--- config.mk ---
export PLATFORM = sky130hd
export DESIGN_NAME = bram_fifo_fwft
export DESIGN_NICKNAME = d
export VERILOG_FILES = /design/src/rtl/bram_fifo_fwft.sv
export SDC_FILE = /design/constraint.sdc
export NUM_CORES = 1
export LEC_CHECK = 0
export ABC_CLOCK_PERIOD_IN_PS = 3650
export CAP_MARGIN = 30
export CORE_MARGIN = 5
export CORE_UTILIZATION = 56
export CTS_CLUSTER_DIAMETER = 50
export DETAILED_ROUTE_END_ITERATION = 10
export HOLD_SLACK_MARGIN = 0.1
export PLACE_DENSITY = 0.73
export SETUP_SLACK_MARGIN = 0.5
export SYNTH_ARGS = -nofsm -noshare
export SYNTH_HDL_FRONTEND = slang
export SYNTH_SLANG_ARGS = --single-unit
export TNS_END_PERCENT = 20
--- constraint.sdc ---
create_clock -name clk -period 3.65 [get_ports clk]
set_input_delay 0.365 -clock clk [delete_from_list [all_inputs] [get_ports clk]]
set_output_delay 0.365 -clock clk [all_outputs]
set_load 0.05 [all_outputs]
--- src/rtl/bram_fifo_fwft.sv ---
// -----------------------------------------------------------------------------
// bram_fifo_fwft
//
// Synchronous stream FIFO built around a dual-port block-RAM array. One port
// writes incoming words; the other reads through a registered address, so
// RAM data arrives one cycle after a fetch is issued. A two-register output
// stage (head + skid) hides that latency and presents a first-word-fall-
// through valid/ready interface to the consumer.
//
// Ports:
//   clk        system clock, all logic on the rising edge
//   reset      synchronous, active-high reset
//   in_valid   producer offers in_data
//   in_ready   FIFO can accept a word (depends on registered level only)
//   in_data    write word
//   out_valid  out_data holds the oldest unread word
//   out_ready  consumer takes out_data
//   out_data   head word
//   level      words accepted and not yet consumed, 0..DEPTH
// -----------------------------------------------------------------------------
module bram_fifo_fwft #(
   parameter int DATA_W = 8,
   parameter int ADDR_W = 6
) (
   input  logic              clk,
   input  logic              reset,
   input  logic              in_valid,
   output logic              in_ready,
   input  logic [DATA_W-1:0] in_data,
   output logic              out_valid,
   input  logic              out_ready,
   output logic [DATA_W-1:0] out_data,
   output logic [ADDR_W:0]   level
);

   localparam int DEPTH = 2 ** ADDR_W;
   localparam logic [ADDR_W:0] LEVEL_FULL = {1'b1, {ADDR_W{1'b0}}};

   typedef enum logic {
      STAGE_EMPTY,
      STAGE_VALID
   } stage_state_t;

   logic [DATA_W-1:0] mem [DEPTH];

   logic [ADDR_W-1:0] wr_ptr;
   logic [ADDR_W-1:0] rd_ptr;
   logic [ADDR_W-1:0] rd_addr_q;
   logic [ADDR_W:0]   ram_count;
   logic              fetch_inflight;

   stage_state_t      head_state;
   stage_state_t      skid_state;
   logic [DATA_W-1:0] head_data;
   logic [DATA_W-1:0] skid_data;

   logic [DATA_W-1:0] ram_rdata;
   logic              accept;
   logic              consume;
   logic              issue;
   logic [1:0]        stage_count;

   // Handshake qualifiers. in_ready looks only at the registered level, so a
   // consume at full frees a slot one cycle later rather than combinationally.
   assign in_ready  = !reset && (level != LEVEL_FULL);
   assign out_valid = (head_state == STAGE_VALID);
   assign out_data  = head_data;
   assign accept    = in_valid && in_ready;
   assign consume   = out_valid && out_ready;

   // Words already pulled out of the RAM: sitting in head, sitting in skid, or
   // on their way back from the read port. The two output registers can hold
   // at most two, so a new fetch is only allowed while fewer than two are
   // committed, or exactly two with one leaving this edge.
   assign stage_count = {1'b0, head_state == STAGE_VALID}
                      + {1'b0, skid_state == STAGE_VALID}
                      + {1'b0, fetch_inflight};

   assign issue = (ram_count != '0)
               && ((stage_count < 2'd2) || ((stage_count == 2'd2) && consume));

   // Read port of the array: the address is registered, so the word for a
   // fetch issued on one edge is available during the following cycle.
   assign ram_rdata = mem[rd_addr_q];

   // Write port of the array. Contents are never cleared; stale entries are
   // harmless because reads only touch written, unfetched slots.
   always_ff @(posedge clk) begin
      if (accept) begin
         mem[wr_ptr] <= in_data;
      end
   end

   // Read address register. Loaded whenever a fetch is issued.
   always_ff @(posedge clk) begin
      if (issue) begin
         rd_addr_q <= rd_ptr;
      end
   end

   // Pointers and occupancy counters. Pointers wrap naturally at DEPTH.
   // level tracks everything accepted but not consumed; ram_count tracks only
   // what is still waiting in the array to be fetched.
   always_ff @(posedge clk) begin
      if (reset) begin
         wr_ptr         <= '0;
         rd_ptr         <= '0;
         level          <= '0;
         ram_count      <= '0;
         fetch_inflight <= 1'b0;
      end else begin
         if (accept) begin
            wr_ptr <= wr_ptr + 1'b1;
         end
         if (issue) begin
            rd_ptr <= rd_ptr + 1'b1;
         end
         fetch_inflight <= issue;

         case ({accept, consume})
            2'b10:   level <= level + 1'b1;
            2'b01:   level <= level - 1'b1;
            default: level <= level;
         endcase

         case ({accept, issue})
            2'b10:   ram_count <= ram_count + 1'b1;
            2'b01:   ram_count <= ram_count - 1'b1;
            default: ram_count <= ram_count;
         endcase
      end
   end

   // Output stage. Returning RAM data lands in head when head is free (empty
   // or leaving this edge with nothing in skid), otherwise it parks in skid.
   // On a consume, skid moves up into head. Skid full and a word in flight
   // together never happens because the fetch gate caps the total at two.
   always_ff @(posedge clk) begin
      if (reset) begin
         head_state <= STAGE_EMPTY;
         skid_state <= STAGE_EMPTY;
         head_data  <= '0;
         skid_data  <= '0;
      end else if (consume) begin
         if (skid_state == STAGE_VALID) begin
            head_data  <= skid_data;
            head_state <= STAGE_VALID;
            skid_state <= STAGE_EMPTY;
         end else if (fetch_inflight) begin
            head_data  <= ram_rdata;
            head_state <= STAGE_VALID;
         end else begin
            head_state <= STAGE_EMPTY;
         end
      end else if (fetch_inflight) begin
         if (head_state == STAGE_EMPTY) begin
            head_data  <= ram_rdata;
            head_state <= STAGE_VALID;
         end else begin
            skid_data  <= ram_rdata;
            skid_state <= STAGE_VALID;
         end
      end
   end

endmodule

* Yosys cells after proc, flatten, opt, wreduce, memory -nomap -nowiden
Memory sizes are Yosys's and may differ from the RTL's. A register that Yosys moved wholly into a read port is not among the register bits.
Cells that the tools add are included.
** Storage, ports and cells
- Register bits :: 51
- Memory bits (writable) :: 512
- Input bits :: 12
- Output and inout port bits :: 17
- Logic and storage cells :: 58
- Memories kept :: 1
** Memories
- mem :: depth 64, width 8, rd ports 1, clocked after Yosys merged registers in 1, write ports 1, RTL line 44 : logic [DATA_W-1:0] mem [DEPTH];
** Cells by class
- Add/sub/neg operators :: 8
- Magnitude comparators :: 1
- Equality and inequality tests :: 7
- Mux-type cells :: 14
- Bitwise logic cells :: 1
- Reductions and logical operators :: 16
** Operators by type and width (count)
- $mux W8 :: 5
- $pmux W7 S2 :: 2
- $add A7 B1 Y7 const B :: 2
- $sub A7 B1 Y7 const B :: 2
- $add A6 B1 Y6 const B :: 2
- $reduce_bool A2 Y1 :: 4
- $ne A7 B7 Y1 const B :: 1
- $reduce_bool A7 Y1 :: 1
- $eq A2 B2 Y1 const B :: 3
- $mux W1 :: 6
- $mux W6 :: 1
- $reduce_and A3 Y1 :: 2
- $logic_and A1 B1 Y1 :: 5
- $eq A2 B1 Y1 const B :: 2
- $add A1 B1 Y2 :: 1
- $add A2 B1 Y2 :: 1
- $lt A2 B2 Y1 const B :: 1
- $ne A2 B1 Y1 const B :: 1
- $reduce_and A2 Y1 :: 1
- $reduce_or A2 Y1 :: 1
- $logic_not A1 Y1 :: 1
- $logic_or A1 B1 Y1 :: 1
- $not A1 Y1 :: 1

* Longest topological paths before layout
- Depth after elaboration :: 8
- Gate-level depth with buffers :: 14
- Depth with buffers taken out :: 12

* Worst setup path after synthesis
Ideal clock, no wire load.
- Path type :: register -> register
- Start :: register head_state, in the netlist out_valid
- End :: register ram_count[4]
- Library setup time :: 0.071 ns
- Arrival time :: 4.094 ns
- Data required time :: 3.579 ns
- Slack :: -0.514 ns
- Stages on the path, launching flop included :: 15
- Buffers on the path :: 2
- Clock period less this slack :: 4.164 ns
- Path through :: dfxtp_1 > fa_1 > nand2b_1 > a22oi_1 > buf_2 > ha_1 > clkbuf_1 > xor2_1 > ha_1 > a21oi_1 > o21ai_1 > a221oi_1 > xor2_1 > or3_1 > a21oi_1
** On the way
- Cells in the longest elaborated chain, start to end :: 8
- Elaborated cells between the ends (all ways) :: 12
- Classes of those cells :: add/sub (2); order compare (1); eq/ne (3); mux (1); reduce/logical (5)
** Ends and longest elaborated chain
- start: declaration :: RTL line 52 : stage_state_t head_state;
- start signal: assignment :: RTL line 140 : head_state <= STAGE_EMPTY;
- start signal: assignment :: RTL line 147 : head_state <= STAGE_VALID;
- start signal: assignment :: RTL line 151 : head_state <= STAGE_VALID;
- $add A1 B1 Y2 :: RTL line 76 : + {1'b0, skid_state == STAGE_VALID}
- $add A2 B1 Y2 :: RTL line 77 : + {1'b0, fetch_inflight};
- $eq A2 B2 Y1 :: RTL line 80 : && ((stage_count < 2'd2) || ((stage_count == 2'd2) && consume));
- $logic_and A1 B1 Y1 :: RTL line 80
- $logic_or A1 B1 Y1 * :: RTL line 80
- $logic_and A1 B1 Y1 * :: RTL line 80
- net issue :: RTL line 60 : logic issue;
- $eq A2 B1 Y1 / $eq A2 B2 Y1 (equally long branches) :: RTL line 126 : case ({accept, issue})
- $pmux W7 S2 / $reduce_bool A2 Y1 (equally long branches)
- end signal: assignment :: RTL line 127 : 2'b10: ram_count <= ram_count + 1'b1;
- end signal: assignment :: RTL line 128 : 2'b01: ram_count <= ram_count - 1'b1;
- end signal: assignment :: RTL line 129 : default: ram_count <= ram_count;
- end: declaration :: RTL line 49 : logic [ADDR_W:0] ram_count;
The timed path passes the listed nets; every way through them passes the cells marked *.
A chain may end at the register's enable or synchronous reset.

* Worst setup path after layout
- Start :: register level[2]
- End :: register level[6]
** On the way
- Cells in the longest elaborated chain, start to end :: 5
- Elaborated cells between the ends (all ways) :: 9
- Classes of those cells :: add/sub (2); eq/ne (3); mux (1); reduce/logical (3)
** Ends and longest elaborated chain
- start: declaration :: RTL line 33 : output logic [ADDR_W:0] level
- start signal: assignment :: RTL line 121 : 2'b10: level <= level + 1'b1;
- start signal: assignment :: RTL line 122 : 2'b01: level <= level - 1'b1;
- start signal: assignment :: RTL line 123 : default: level <= level;
- branches (longest 5 deep; another with $sub A7 B1 Y7)
Several ways; the timed one is not identified.

==> flow_metrics.env <==
export IMPL_r2r_slack_ns=0.67
export IMPL_r2r_end="level[6]$_SDFFE_PP0P_"
export IMPL_slew_viol_final=0
export IMPL_final_util_pct=64.82
export IMPL_dieWidth_um=210.5
export IMPL_r2r_start="level[2]$_SDFFE_PP0P_"
export IMPL_tns_ns=0
export IMPL_worst_ep_arrival_time_ns=3.51
export IMPL_synth_area_leaders="edfxtp_1, mux4_2, dfxtp_1"
export IMPL_hp_class="in2reg"
export IMPL_hpwlAfterDp_um=31630
export IMPL_cts_sinks=569
export IMPL_worst_ir_drop_vdd_mv=0.6510
export IMPL_wirelength_um=50580
export IMPL_synth_edf_count=518
export IMPL_min_period_over_period_pct=81.54
export IMPL_p_int_mw=12.41
export IMPL_gr_usage_all_layers_pct=23.25
export IMPL_p_leak_nw=8.319
export IMPL_antenna_found_initial=1
export IMPL_die_area_um2=44310
export IMPL_pre_cts_ws_ns=0.2148
export IMPL_power_mw=17.46
export IMPL_yosysSeqAreaShare_pct=73.64
export IMPL_synth_top_area_cell="edfxtp_1"
export IMPL_final_nets=1358
export IMPL_grt_ovfl_total=0
export IMPL_path_max_fanout=8
export IMPL_htreeDepth=2
export IMPL_power_frac_clock_pct=32.8
export IMPL_syn_num_nets=1240
export IMPL_crit_path_end="level[6]$_SDFFE_PP0P_"
export IMPL_sw_frac_of_total_pct=28.89
export IMPL_num_vias=11900
export IMPL_grt_max_degree=57
export IMPL_core_area_um2=39730
export IMPL_seq_power_share_pct=44.3
export IMPL_grt_pass1_wl_um=76920
export IMPL_drt_wirelength_per_cell_um=26.59
export IMPL_critPathCaptureType="register"
export IMPL_cts_max_path_buffers=3
export IMPL_final_antenna_net_count=0
export IMPL_path_clk_slew_ns=0.06
export IMPL_synth_cells=1214
export IMPL_finClkSkew_ns=0.01659
export IMPL_hold_viol=0
export IMPL_place_gp_congestion=0.9097
export IMPL_viasPerCell=6.254
export IMPL_design_area_um2=25750
export IMPL_io_pin_count=29
export IMPL_worst_r2r_path_depth=11
export IMPL_hold_path_depth=1
export IMPL_num_antenna_cells=0
export IMPL_comb_power_share_pct=23.0
export IMPL_drt_iter0_drc=1251
export IMPL_fin_crit_ns=2.976
export IMPL_async_reset_ff_share_pct=0
export IMPL_die_h_um=210.5
export IMPL_grt_pass1_vias=12060
export IMPL_syn2layout_area_growth_pct=14.40
export IMPL_post_route_drc_count=0
export IMPL_port_buffer_count=28
export IMPL_synth_ff_type="edfxtp_1"
export IMPL_layout_setup_ws_ns=0.6739
export IMPL_synth_distinct_cells=60
export IMPL_cts_made_buffers=58
export IMPL_outcome="complete, no violations"
export IMPL_rsz0062_at_grt="true"
export IMPL_worst_hold_slack_ns=0.1443
export IMPL_timing_fmax_mhz=336.0
export IMPL_p_per_area_nw_per_um2=677.9
export IMPL_required_ns=4.18
export IMPL_hp_start="in_data[5]"
export IMPL_synth_top_cell_area_share_pct=69.10
export IMPL_place_area_um2=23850
export IMPL_yosysWarnings=0
export IMPL_drive_gt1_share_pct=22.73
export IMPL_cts_tree="built"
export IMPL_setup_viol_count_final=0
export IMPL_maxSlewHeadroom_pct=37.82
export IMPL_dp_cells=1793
export IMPL_postSynthAreaPerCell_um2=18.54
export IMPL_initial_utilization_pct=56.66
export IMPL_p_switching_mw=5.044
export IMPL_cts_root_buf="clkbuf_16"
export IMPL_stdcell_count=1902
export IMPL_drv_cap=0
export IMPL_fp_row_count=73
export IMPL_clock_latency_ns=0.60
export IMPL_worstSetupPathType="reg2reg"
export IMPL_synthesis_area_um2=22510
export IMPL_cp_start_kind="register"
export IMPL_ys_ff_latch=569
export IMPL_crit_start="level[2]$_SDFFE_PP0P_"
export IMPL_detailedRoute_firstPassIterationCount=5
export IMPL_worstMarginPinSlew_ns=0.9307
[worst min-delay path by stage]
stage,to,slack [ns]
floorplan,skid_data[3]$_SDFFE_PP0P_,0.44
global placement,register,0.45
detailed placement,register,0.46
CTS,mem[47][7]$_DFFE_PP_,0.15
global route,mem[10][5]$_DFFE_PP_,0.13
finish,mem[10][5]$_DFFE_PP_,0.14
[area by class of cell]
cell class	count	area, µm²
sequential	569	16600
fill	2651	13980
multi-input combinational	571	5575
clock buffer	74	1533
timing repair buffer	120	1046
tap	525	656.9
clock inverter	31	295.3
inverter	12	45.04
[cell usage after synthesis (5+ instances only)]
master and count:
dfxtp_1 51, nor3_1 5, clkbuf_1 12, buf_4 11, inv_1 12, buf_2 23, nor2b_1 11, xnor2_1 6
nand2b_1 7, o22a_1 10, a22oi_1 22, mux4_2 98, ha_1 12, buf_1 7, a221oi_1 6, nand3_1 5
o21ai_0 7, xor2_1 13, a21o_1 11, nand4_1 5, a211o_1 5, a22o_1 21, buf_6 8, mux2_2 6
o211ai_1 7, o22ai_1 17, edfxtp_1 518, nor2_1 100, mux2i_1 79, nand2_1 27, o221ai_1 10, a21oi_1 28
[power by group through the flow]
| stage | registers, mW | clock network (mW) | logic (mW) |
|---|---|---|---|
| floorplan | 7.73 | 0 | 2.88 |
| detailed placement | 7.87 | 0 | 3.96 |
| finish | 7.73 | 5.72 | 4.01 |
| global route | 7.77 | 6.09 | 4.25 |
| global placement | 7.86 | 0 | 3.87 |
| CTS | 7.73 | 5.79 | 3.98 |
[timing repair]
action	in CTS	in global routing
buffers inserted	0	2
hold buffers	1	0
pin swaps	0	3
hold endpoints to repair	5	0
gates resized for setup	1	6
cloned	0	0
endpoints found under the setup margin	2	3
[flip-flops by register name, summed over array words and instances, names as in the netlist, named ones only]
signal / flops
rd_ptr: 6
fetch_inflight: 1
wr_ptr: 6
skid_state: 1
ram_count: 7
out_valid: 1
rd_addr_q: 6
mem: 512
skid_data: 8
out_data: 8
level: 7
[placed cells by master, fill, tap and decap left out, types with 13 or more instances in the layout]
cell	instances
mux2i_1	79
buf_4	82
mux4_2	98
nor2_1	100
edfxtp_1	518
a22oi_1	21
clkbuf_1	15
clkbuf_16	59
a22o_1	21
xor2_1	13
o22ai_1	17
nand2_1	27
dfxtp_1	39
clkdlybuf4s50_1	20
a21oi_1	27
[cells by family (layout without fill, tap and decap cells)]
logic type                 after synthesis  count (layout)  share of synthesized area [%]
buffers and inverters                   74             237                          1.818
and+or+nand+nor                        194             194                          4.124
adders and majority gates               14              14                         0.8449
muxes                                  183             183                          13.62
xor gates and xnor gates                19              19                         0.7393
DFF                                    569             569                          73.64
AOI/OAI and AO/OA                      161             161                          5.219
[critical path, cell delays in order (launching register included)]
cell and delay [ns]:
dfxtp_2 0.34, nor4_2 0.35, a311oi_2 0.20, inv_2 0.15, ha_2 0.29, ha_1 0.28, nor2b_1 0.15, o21ai_1 0.16
a21oi_1 0.12, or4_1 0.50, a31o_2 0.25, a21oi_1 0.12
[layer usage]
| metal | global-route usage [%] | vias to the layer above | routed length (µm) |
|---|---|---|---|
| li1 | - | 5134 | - |
| met1 | 33.34 | 6143 | 20430 |
| met2 | 37.05 | 528 | 24730 |
| met3 | 4.316 | 90 | 3993 |
| met4 | 7.378 | 0 | 1430 |
| met5 | 0 | - | 0 |
No activity file was read; power rests on OpenSTA's default activity.
